[config.mk]
export PLATFORM = sky130hd
export DESIGN_NAME = stopwatch_bcd
export DESIGN_NICKNAME = d
export VERILOG_FILES = /design/src/rtl/stopwatch_bcd.sv
export SDC_FILE = /design/constraint.sdc
export NUM_CORES = 1
export LEC_CHECK = 0
export BUFFER_PORTS_ARGS = -buffer_cell sky130_fd_sc_hd__buf_2
export CORE_MARGIN = 3
export CORE_UTILIZATION = 35
export CTS_BUF_LIST = sky130_fd_sc_hd__clkbuf_8
export DETAILED_ROUTE_END_ITERATION = 8
export GPL_TIMING_DRIVEN = 0
export PLACE_DENSITY = 0.5
export SETUP_SLACK_MARGIN = 0.02
export SYNTH_ARGS = -nofsm -noshare
export SYNTH_HDL_FRONTEND = slang
export SYNTH_SLANG_ARGS = --single-unit
export TNS_END_PERCENT = 5
[constraint.sdc]
create_clock -name clk -period 2.65 [get_ports clk]
set_input_delay 0.53 -clock clk [delete_from_list [all_inputs] [get_ports clk]]
set_output_delay 0.53 -clock clk [all_outputs]
set_load 0.03 [all_outputs]
[src/rtl/stopwatch_bcd.sv]
// BCD stopwatch: counts 1/100 s ticks into MM:SS.hh with start/stop and lap/clear
// pushbuttons, and shows either the live count or a frozen lap snapshot.
module stopwatch_bcd #(
  parameter int unsigned MIN_MAX = 59
) (
  input  logic       clk,
  input  logic       rst_n,
  input  logic       hsec_tick,
  input  logic       start_stop_n,
  input  logic       lap_clr_n,
  output logic [7:0] hsec_bcd,
  output logic [7:0] sec_bcd,
  output logic [7:0] min_bcd,
  output logic       running,
  output logic       lap,
  output logic       rollover
);

  localparam logic [7:0] MIN_LAST = {4'(MIN_MAX / 10), 4'(MIN_MAX % 10)};

  typedef enum logic [1:0] {IDLE, RUN, STOP, LAP} state_t;

  state_t     r_state;
  logic       r_ss_meta, r_ss_sync, r_ss_hist;
  logic       r_lc_meta, r_lc_sync, r_lc_hist;
  logic [7:0] r_cnt_min, r_cnt_sec, r_cnt_hsec;
  logic [7:0] r_lap_min, r_lap_sec, r_lap_hsec;
  logic       r_running, r_lap, r_rollover;

  logic       w_ss_press, w_lc_press, w_en, w_wrap;
  logic [7:0] w_nxt_min, w_nxt_sec, w_nxt_hsec;

  // Synchronizer and history flops idle high so reset release is never a press.
  always_ff @(posedge clk or negedge rst_n) begin
    if (!rst_n) begin
      r_ss_meta <= 1'b1;
      r_ss_sync <= 1'b1;
      r_ss_hist <= 1'b1;
      r_lc_meta <= 1'b1;
      r_lc_sync <= 1'b1;
      r_lc_hist <= 1'b1;
    end else begin
      r_ss_meta <= start_stop_n;
      r_ss_sync <= r_ss_meta;
      r_ss_hist <= r_ss_sync;
      r_lc_meta <= lap_clr_n;
      r_lc_sync <= r_lc_meta;
      r_lc_hist <= r_lc_sync;
    end
  end

  assign w_ss_press = r_ss_hist & ~r_ss_sync;
  assign w_lc_press = r_lc_hist & ~r_lc_sync;
  assign w_en       = hsec_tick && (r_state == RUN || r_state == LAP);

  always_comb begin
    w_nxt_hsec = r_cnt_hsec;
    w_nxt_sec  = r_cnt_sec;
    w_nxt_min  = r_cnt_min;
    w_wrap     = 1'b0;
    if (w_en) begin
      if (r_cnt_hsec[3:0] != 4'd9) begin
        w_nxt_hsec[3:0] = r_cnt_hsec[3:0] + 4'd1;
      end else begin
        w_nxt_hsec[3:0] = '0;
        if (r_cnt_hsec[7:4] != 4'd9) begin
          w_nxt_hsec[7:4] = r_cnt_hsec[7:4] + 4'd1;
        end else begin
          w_nxt_hsec[7:4] = '0;
          if (r_cnt_sec[3:0] != 4'd9) begin
            w_nxt_sec[3:0] = r_cnt_sec[3:0] + 4'd1;
          end else begin
            w_nxt_sec[3:0] = '0;
            if (r_cnt_sec[7:4] != 4'd5) begin
              w_nxt_sec[7:4] = r_cnt_sec[7:4] + 4'd1;
            end else begin
              w_nxt_sec[7:4] = '0;
              if (r_cnt_min == MIN_LAST) begin
                w_nxt_min = '0;
                w_wrap    = 1'b1;
              end else if (r_cnt_min[3:0] != 4'd9) begin
                w_nxt_min[3:0] = r_cnt_min[3:0] + 4'd1;
              end else begin
                w_nxt_min[3:0] = '0;
                w_nxt_min[7:4] = r_cnt_min[7:4] + 4'd1;
              end
            end
          end
        end
      end
    end
  end

  // Start press is tested first so it wins over a simultaneous lap press.
  always_ff @(posedge clk or negedge rst_n) begin
    if (!rst_n) begin
      r_state    <= IDLE;
      r_cnt_min  <= '0;
      r_cnt_sec  <= '0;
      r_cnt_hsec <= '0;
      r_lap_min  <= '0;
      r_lap_sec  <= '0;
      r_lap_hsec <= '0;
      r_running  <= 1'b0;
      r_lap      <= 1'b0;
      r_rollover <= 1'b0;
    end else begin
      r_cnt_min  <= w_nxt_min;
      r_cnt_sec  <= w_nxt_sec;
      r_cnt_hsec <= w_nxt_hsec;
      r_rollover <= w_wrap;
      case (r_state)
        IDLE: begin
          if (w_ss_press) begin
            r_state   <= RUN;
            r_running <= 1'b1;
          end
        end
        RUN: begin
          if (w_ss_press) begin
            r_state   <= STOP;
            r_running <= 1'b0;
          end else if (w_lc_press) begin
            r_state    <= LAP;
            r_lap      <= 1'b1;
            r_lap_min  <= w_nxt_min;
            r_lap_sec  <= w_nxt_sec;
            r_lap_hsec <= w_nxt_hsec;
          end
        end
        LAP: begin
          if (w_ss_press) begin
            r_state   <= STOP;
            r_running <= 1'b0;
            r_lap     <= 1'b0;
          end else if (w_lc_press) begin
            r_state <= RUN;
            r_lap   <= 1'b0;
          end
        end
        STOP: begin
          if (w_ss_press) begin
            r_state   <= RUN;
            r_running <= 1'b1;
          end else if (w_lc_press) begin
            r_state    <= IDLE;
            r_cnt_min  <= '0;
            r_cnt_sec  <= '0;
            r_cnt_hsec <= '0;
            r_lap_min  <= '0;
            r_lap_sec  <= '0;
            r_lap_hsec <= '0;
          end
        end
        default: begin
          r_state   <= IDLE;
          r_running <= 1'b0;
          r_lap     <= 1'b0;
        end
      endcase
    end
  end

  assign hsec_bcd = r_lap ? r_lap_hsec : r_cnt_hsec;
  assign sec_bcd  = r_lap ? r_lap_sec  : r_cnt_sec;
  assign min_bcd  = r_lap ? r_lap_min  : r_cnt_min;
  assign running  = r_running;
  assign lap      = r_lap;
  assign rollover = r_rollover;

endmodule

==> results of run 1 <==
[final cells by class]
type	count	area (sq um)	area share
Timing Repair Buffer	31	158	0.0461
Clock buffer	10	138	0.0402
Multi-Input combinational cell	215	1360	0.397
Clock inverter	5	77.6	0.0227
Inverter	6	22.5	0.00658
Buffer	13	57.6	0.0168
Sequential cell	59	1480	0.433
Tap cell	102	128	0.0373
[cells in the final DEF (no fill, tap or decap), types with 2 or more instances in the layout]
cell       instances
xor2_1             5
and2_1             2
nor2b_1            5
dfstp_2            6
nand2_1           45
a22oi_1            2
a22o_1             2
mux2_2            18
clkbuf_8          10
nor3b_1            5
clkbuf_1          11
ha_1               4
and3_1             3
o21ai_0           32
inv_1              6
nand3b_1           2
o21ai_1            2
and3b_1            2
nand3_1            9
bufinv_16          2
nor2_1            28
nand4_1            2
clkinv_2           2
dfrtp_1           53
nand2b_1           4
a21oi_1            6
xnor2_1            6
nor3_1             4
mux2i_1           10
buf_2             30
[power by group]
group	total, uW	switching (uW)	internal (uW)	leakage [uW]
registers	1280	176	1100	0.000764
clock network	907	361	546	0.000108
logic	1240	806	439	0.000725
total	3430	1340	2090	0.00160
[metal layers]
metal / share of wire / vias to the layer above
met5: 0 / -
met4: 0.013 / 0
met3: 0.041 / 6
met2: 0.45 / 38
met1: 0.49 / 1114
li1: - / 1101
[kinds of logic after synthesis]
kind of cell    after synthesis
fa+ha+maj                     4
buf+inv                      19
flops                        59
simple gates                120
compound gates               52
mux                          28
xor+xnor                     11
[registers in the layout, summed over array words and instances (netlist names), 2 cells and up]
| signal | count |
|---|---|
| r_lap_hsec | 8 |
| r_cnt_min | 8 |
| r_lap_sec | 8 |
| r_lap_min | 8 |
| r_state | 2 |
| r_cnt_sec | 8 |
| r_cnt_hsec | 8 |
[cells in the mapped netlist, drive strengths merged]
library cell and instances:
nand4b 1, a21oi 6, a21o 1, o211ai 1, or4b 2, xnor2 6, a22o 2, ha 4
and2 2, mux2i 10, buf 2, inv 6, o21ai 34, nor3 4, nor4b 2, and3 3
dfrtp 53, xor2 5, nor2 29, or3b 1, nor4 1, o2111ai 1, nand2 45, o31ai 1
and3b 2, nand3 9, nand3b 2, o2bb2ai 1, nor2b 5, nand4 2, a31oi 1, a22oi 2
mux2 18, o21a 1, nand2b 4, o311ai 1, nor3b 5, and4bb 1, dfstp 6, clkbuf 11
[through the flow]
step	util	setup slack [ps]	cell area [sq um]	hold WS [ps]	cells
after floorplan	-	531	2920	234	293
after global placement	0.405	141	3200	346	426
after global routing	0.434	8.33	3420	280	441
final	0.434	125	3420	266	441
after detailed placement	0.405	142	3200	348	426
after CTS	0.433	44.3	3410	272	441
[worst paths after layout]
kind	from	to	slack, ps
min in group clk	lap_clr_n	r_lc_meta	290
hold / removal	rst_n	r_cnt_hsec[5]	270
setup reg to reg	r_cnt_hsec[2]	r_lap_min[5]	440
hold reg to reg	r_ss_meta	r_ss_sync	360
setup / recovery	lap	sec_bcd[3]	130
max in group asynchronous	rst_n	r_cnt_min[2]	1880
==> results.py, run 1 <==
metrics = {
    "detailed_routing": {
        "antenna_left": 0,
        "drc_errors": 0,
        "route.vias.total": 2259,
        "routed_via_density": 5.12,
        "drt-initial-drc-count": 86,
        "first_pass_iters": 4,
        "finalWirelength_microns": 7030,
        "wl_per_cell_microns": 15.9,
    },
    "timing": {
        "final_hold_viol_count": 0,
        "period_minus_slack_ps": 2520,
        "fmax_ghz": 0.396,
        "rsz0062_at_grt": "yes",
        "relSlewSlack": 0.433,
        "fin_worst_skew_ps": 9.82,
        "setup_tns_ps": 0,
        "final_max_slew_viol_count": 0,
        "setup_viol": 0,
        "min_period_over_period": 0.953,
        "worst_slew_pin_slew_ps": 838,
    },
    "setup_path": {
        "path_cells": "clkbuf_1, clkbuf_1, mux2_2, buf_2",
        "critPathArrivalTime_ps": 1990,
        "cp_top_family": "buffers and inverters",
        "path_common_cell": "clkbuf_1",
        "slowest_delay_ps": 530,
        "slowest_stage": "clkbuf_1",
        "cp.required_ps": 2120,
        "ff2ff_path_depth": 5,
        "startpoint_type": "register",
        "crit_type": "register to output pin",
        "end_kind": "output pin",
        "critPathBufInv": 3,
        "cp_max_fo": 10,
        "cp.depth": 4,
    },
    "synth": {
        "synth_top_family_by_area": "simple AND/OR/NAND/NOR gates",
        "ys_seq_elements": 59,
        "synth-simple-area-share": 0.209,
        "syn-instance-count": 293,
        "synth_xor_area_frac": 0.0330,
        "syn_nets": 302,
        "ys.warnings.count": 0,
        "synth_compound_area_frac": 0.101,
        "synth_fa_ha_area_frac": 0.0172,
        "yosysSeqAreaShare": 0.509,
        "netlist.area_leader.share": 0.455,
        "muxShareOfSynthArea": 0.104,
        "synth_area_leader_cell": "dfrtp_1",
        "ys_types": 44,
        "avgSynthCellArea_sq_um": 9.95,
        "synthTopCellsByArea": "dfrtp_1 45%, mux2_2 7.0%, nand2_1 5.8%",
        "synth_area_sq_um": 2920,
    },
    "grt": {
        "grt_pass1_vias": 2211,
        "grt-busiest-layer": "met2",
        "antenna_found_initial": 0,
        "grt_util_met1": 0.223,
        "grt_pass1_wl_microns": 11800,
        "grt-ovfl-total": 0,
        "met3_usage": 0.0309,
        "use_met2": 0.237,
        "grt_max_degree": 60,
        "grt_usage": 0.159,
    },
    "clock_network": {
        "cts-htree-levels": 3,
        "numCtsBuffers": 9,
        "postCtsResizedCells": 0,
        "insertion_delay_ps": 340,
        "clk_path_buf_depth": 2,
        "root_buffer": "clkbuf_8",
        "clk_pin_slew_worst_paths_ps": 70,
        "post_cts_buffers": 0,
        "holdBufCountCts": 0,
        "cts_tree": "built",
        "cts.sinks": 59,
    },
    "layout": {
        "antenna_cells": 0,
        "fillers": 800,
        "nNetsFinal": 344,
        "area_growth_pct": 17.4,
        "drive_above_1_share": 0.227,
    },
    "run_status": {
        "status": "finished clean",
    },
    "power_and_ir_drop": {
        "ir_drop_uv": 355,
        "finalPower_uw": 3430,
        "leakage_uw": 0.00160,
        "p_per_area_nw_per_um2": 1000,
    },
    "die": {
        "core_area_sq_um": 7890,
        "initial_core_util": 0.370,
        "die_w_microns": 97.3,
        "io_pins": 32,
        "dieArea_sq_um": 9460,
        "num_rows": 32,
        "dieHeight_microns": 97.3,
    },
    "hold_path": {
        "hold_path_class": "input pin to asynchronous set/reset pin",
    },
    "place": {
        "dpl.hpwl_microns": 4710,
        "gp_congestion": 0.789,
        "io_buffer_count": 31,
    },
    "flow_run": {
        "maxCapViolations": 0,
    },
}
(Power assumes the default switching activity.)
==> inputs of run 2 (changes only) <==
==> constraint.sdc (replaced) <==
create_clock -name clk -period 2.6 [get_ports clk]
set_input_delay 0.52 -clock clk [delete_from_list [all_inputs] [get_ports clk]]
set_output_delay 0.52 -clock clk [all_outputs]
set_load 0.03 [all_outputs]
==> results.py, run 2 (same netlist as run 1, synthesis figures left out) <==
metrics = {
    "hold_path": {
        "hold_path_class": "input pin to asynchronous set/reset pin",
    },
    "detailed_routing": {
        "routed_via_density": 5.12,
        "antenna_left": 0,
        "finalWirelength_microns": 7020,
        "route.vias.total": 2260,
        "drt-initial-drc-count": 86,
        "wl_per_cell_microns": 15.9,
        "first_pass_iters": 4,
        "drc_errors": 0,
    },
    "setup_path": {
        "cp_top_family": "buffers and inverters",
        "critPathArrivalTime_ps": 1990,
        "cp.required_ps": 2080,
        "path_common_cell": "clkbuf_1",
        "startpoint_type": "register",
        "crit_type": "register to output pin",
        "slowest_delay_ps": 530,
        "path_cells": "clkbuf_1, clkbuf_1, mux2_2, buf_2",
        "end_kind": "output pin",
        "cp_max_fo": 10,
        "critPathBufInv": 3,
        "slowest_stage": "clkbuf_1",
    },
    "power_and_ir_drop": {
        "p_sw_frac": 0.391,
        "p_seq_frac": 0.373,
        "p_clk_frac": 0.264,
        "ir_drop_uv": 362,
        "leakage_uw": 0.00160,
        "switchingPower_uw": 1370,
        "p_int_uw": 2130,
        "comb_power_share": 0.363,
        "p_per_area_nw_per_um2": 1020,
        "finalPower_uw": 3500,
    },
    "clock_network": {
        "cts_tree": "built",
        "cts-htree-levels": 3,
        "post_cts_buffers": 0,
        "clk_pin_slew_worst_paths_ps": 70,
        "cts.sinks": 59,
        "root_buffer": "clkbuf_8",
        "insertion_delay_ps": 340,
        "clk_path_buf_depth": 2,
        "numCtsBuffers": 9,
        "holdBufCountCts": 0,
    },
    "grt": {
        "antenna_found_initial": 0,
        "use_met2": 0.237,
        "grt-ovfl-total": 0,
        "grt_pass1_wl_microns": 11800,
        "grt_usage": 0.159,
        "grt-busiest-layer": "met2",
        "grt_util_met1": 0.223,
        "met3_usage": 0.0309,
        "grt_pass1_vias": 2211,
        "grt_max_degree": 60,
    },
    "timing": {
        "worst_slew_pin_slew_ps": 839,
        "fmax_ghz": 0.398,
        "relSlewSlack": 0.433,
        "setup_viol": 0,
        "period_minus_slack_ps": 2510,
        "final_hold_viol_count": 0,
        "min_period_over_period": 0.965,
        "fin_worst_skew_ps": 9.82,
        "rsz0062_at_grt": "yes",
        "final_max_slew_viol_count": 0,
        "fin_ws_ps": 89.8,
    },
    "layout": {
        "final_common_cell": "dfrtp_1",
        "area_growth_pct": 17.4,
        "drive_above_1_share": 0.227,
        "nNetsFinal": 344,
        "antenna_cells": 0,
        "layout_common_cells": "53 x dfrtp_1, 45 x nand2_1, 32 x o21ai_0, 31 x buf_2, 28 x nor2_1",
    },
    "die": {
        "die_w_microns": 97.3,
        "dieArea_sq_um": 9460,
        "core_area_sq_um": 7890,
        "initial_core_util": 0.370,
        "num_rows": 32,
        "io_pins": 32,
        "dieHeight_microns": 97.3,
    },
    "place": {
        "dpl.hpwl_microns": 4710,
        "place_ws_ps": 92.5,
        "io_buffer_count": 31,
        "gp_congestion": 0.789,
    },
    "run_status": {
        "status": "finished clean",
    },
    "flow_run": {
        "maxCapViolations": 0,
    },
}
[run 2: cell types whose count changed in the layout (fill, tap and decap cells not counted)]
cell      previous run  this run
clkbuf_2             1         0
buf_2               30        31
[run 2: worst paths after layout]
kind	cells past startpoint	slack, ps	endpoint	startpoint
setup reg to reg	5	390	r_lap_min[5]	r_cnt_hsec[2]
max in group asynchronous	1	1840	r_cnt_min[2]	rst_n
hold / removal	1	260	r_cnt_hsec[5]	rst_n
setup / recovery	4	90	sec_bcd[3]	lap
hold reg to reg	0	360	r_ss_sync	r_ss_meta
min in group clk	1	280	r_lc_meta	lap_clr_n
[run 2: area by class of cell]
| class | instances | area, sq um |
|---|---|---|
| buffer | 13 | 57.6 |
| clock buffer | 10 | 138 |
| clock inverter | 5 | 77.6 |
| fill | 800 | 4460 |
| inverter | 6 | 22.5 |
| multi-input combinational | 215 | 1360 |
| sequential | 59 | 1480 |
| tap | 102 | 128 |
| timing repair buffer | 31 | 158 |
[run 2: metrics by stage]
stage,TNS (ps),utilization,cells,hold slack (ps),cell area [sq um]
after floorplan,0,-,293,224,2920
after global placement,0,0.405,426,346,3200
after detailed placement,0,0.405,426,348,3200
after CTS,0,0.433,441,262,3410
after global routing,-76.0,0.434,441,270,3420
final,0,0.434,441,256,3420
[run 2: timing repair]
item,4_1_cts,5_1_grt
gates cloned,0,0
resized for setup,1,1
setup endpoints to repair,1,26
[run 2: power by group through the flow]
stage          sequential, uW  combinational [uW]  clock, uW
6_report                 1300                1270        925
5_1_grt                  1350                1390        987
4_1_cts                  1300                1280        947
3_5_place_dp             1320                1280          0
3_3_place_gp             1310                1270          0
2_1_floorplan            1300                 918          0
[run 2: routing by layer]
metal / wire [microns] / part of all wire
met5: 0 / 0
met4: 91 / 0.013
met3: 287 / 0.041
met2: 3190 / 0.45
met1: 3450 / 0.49
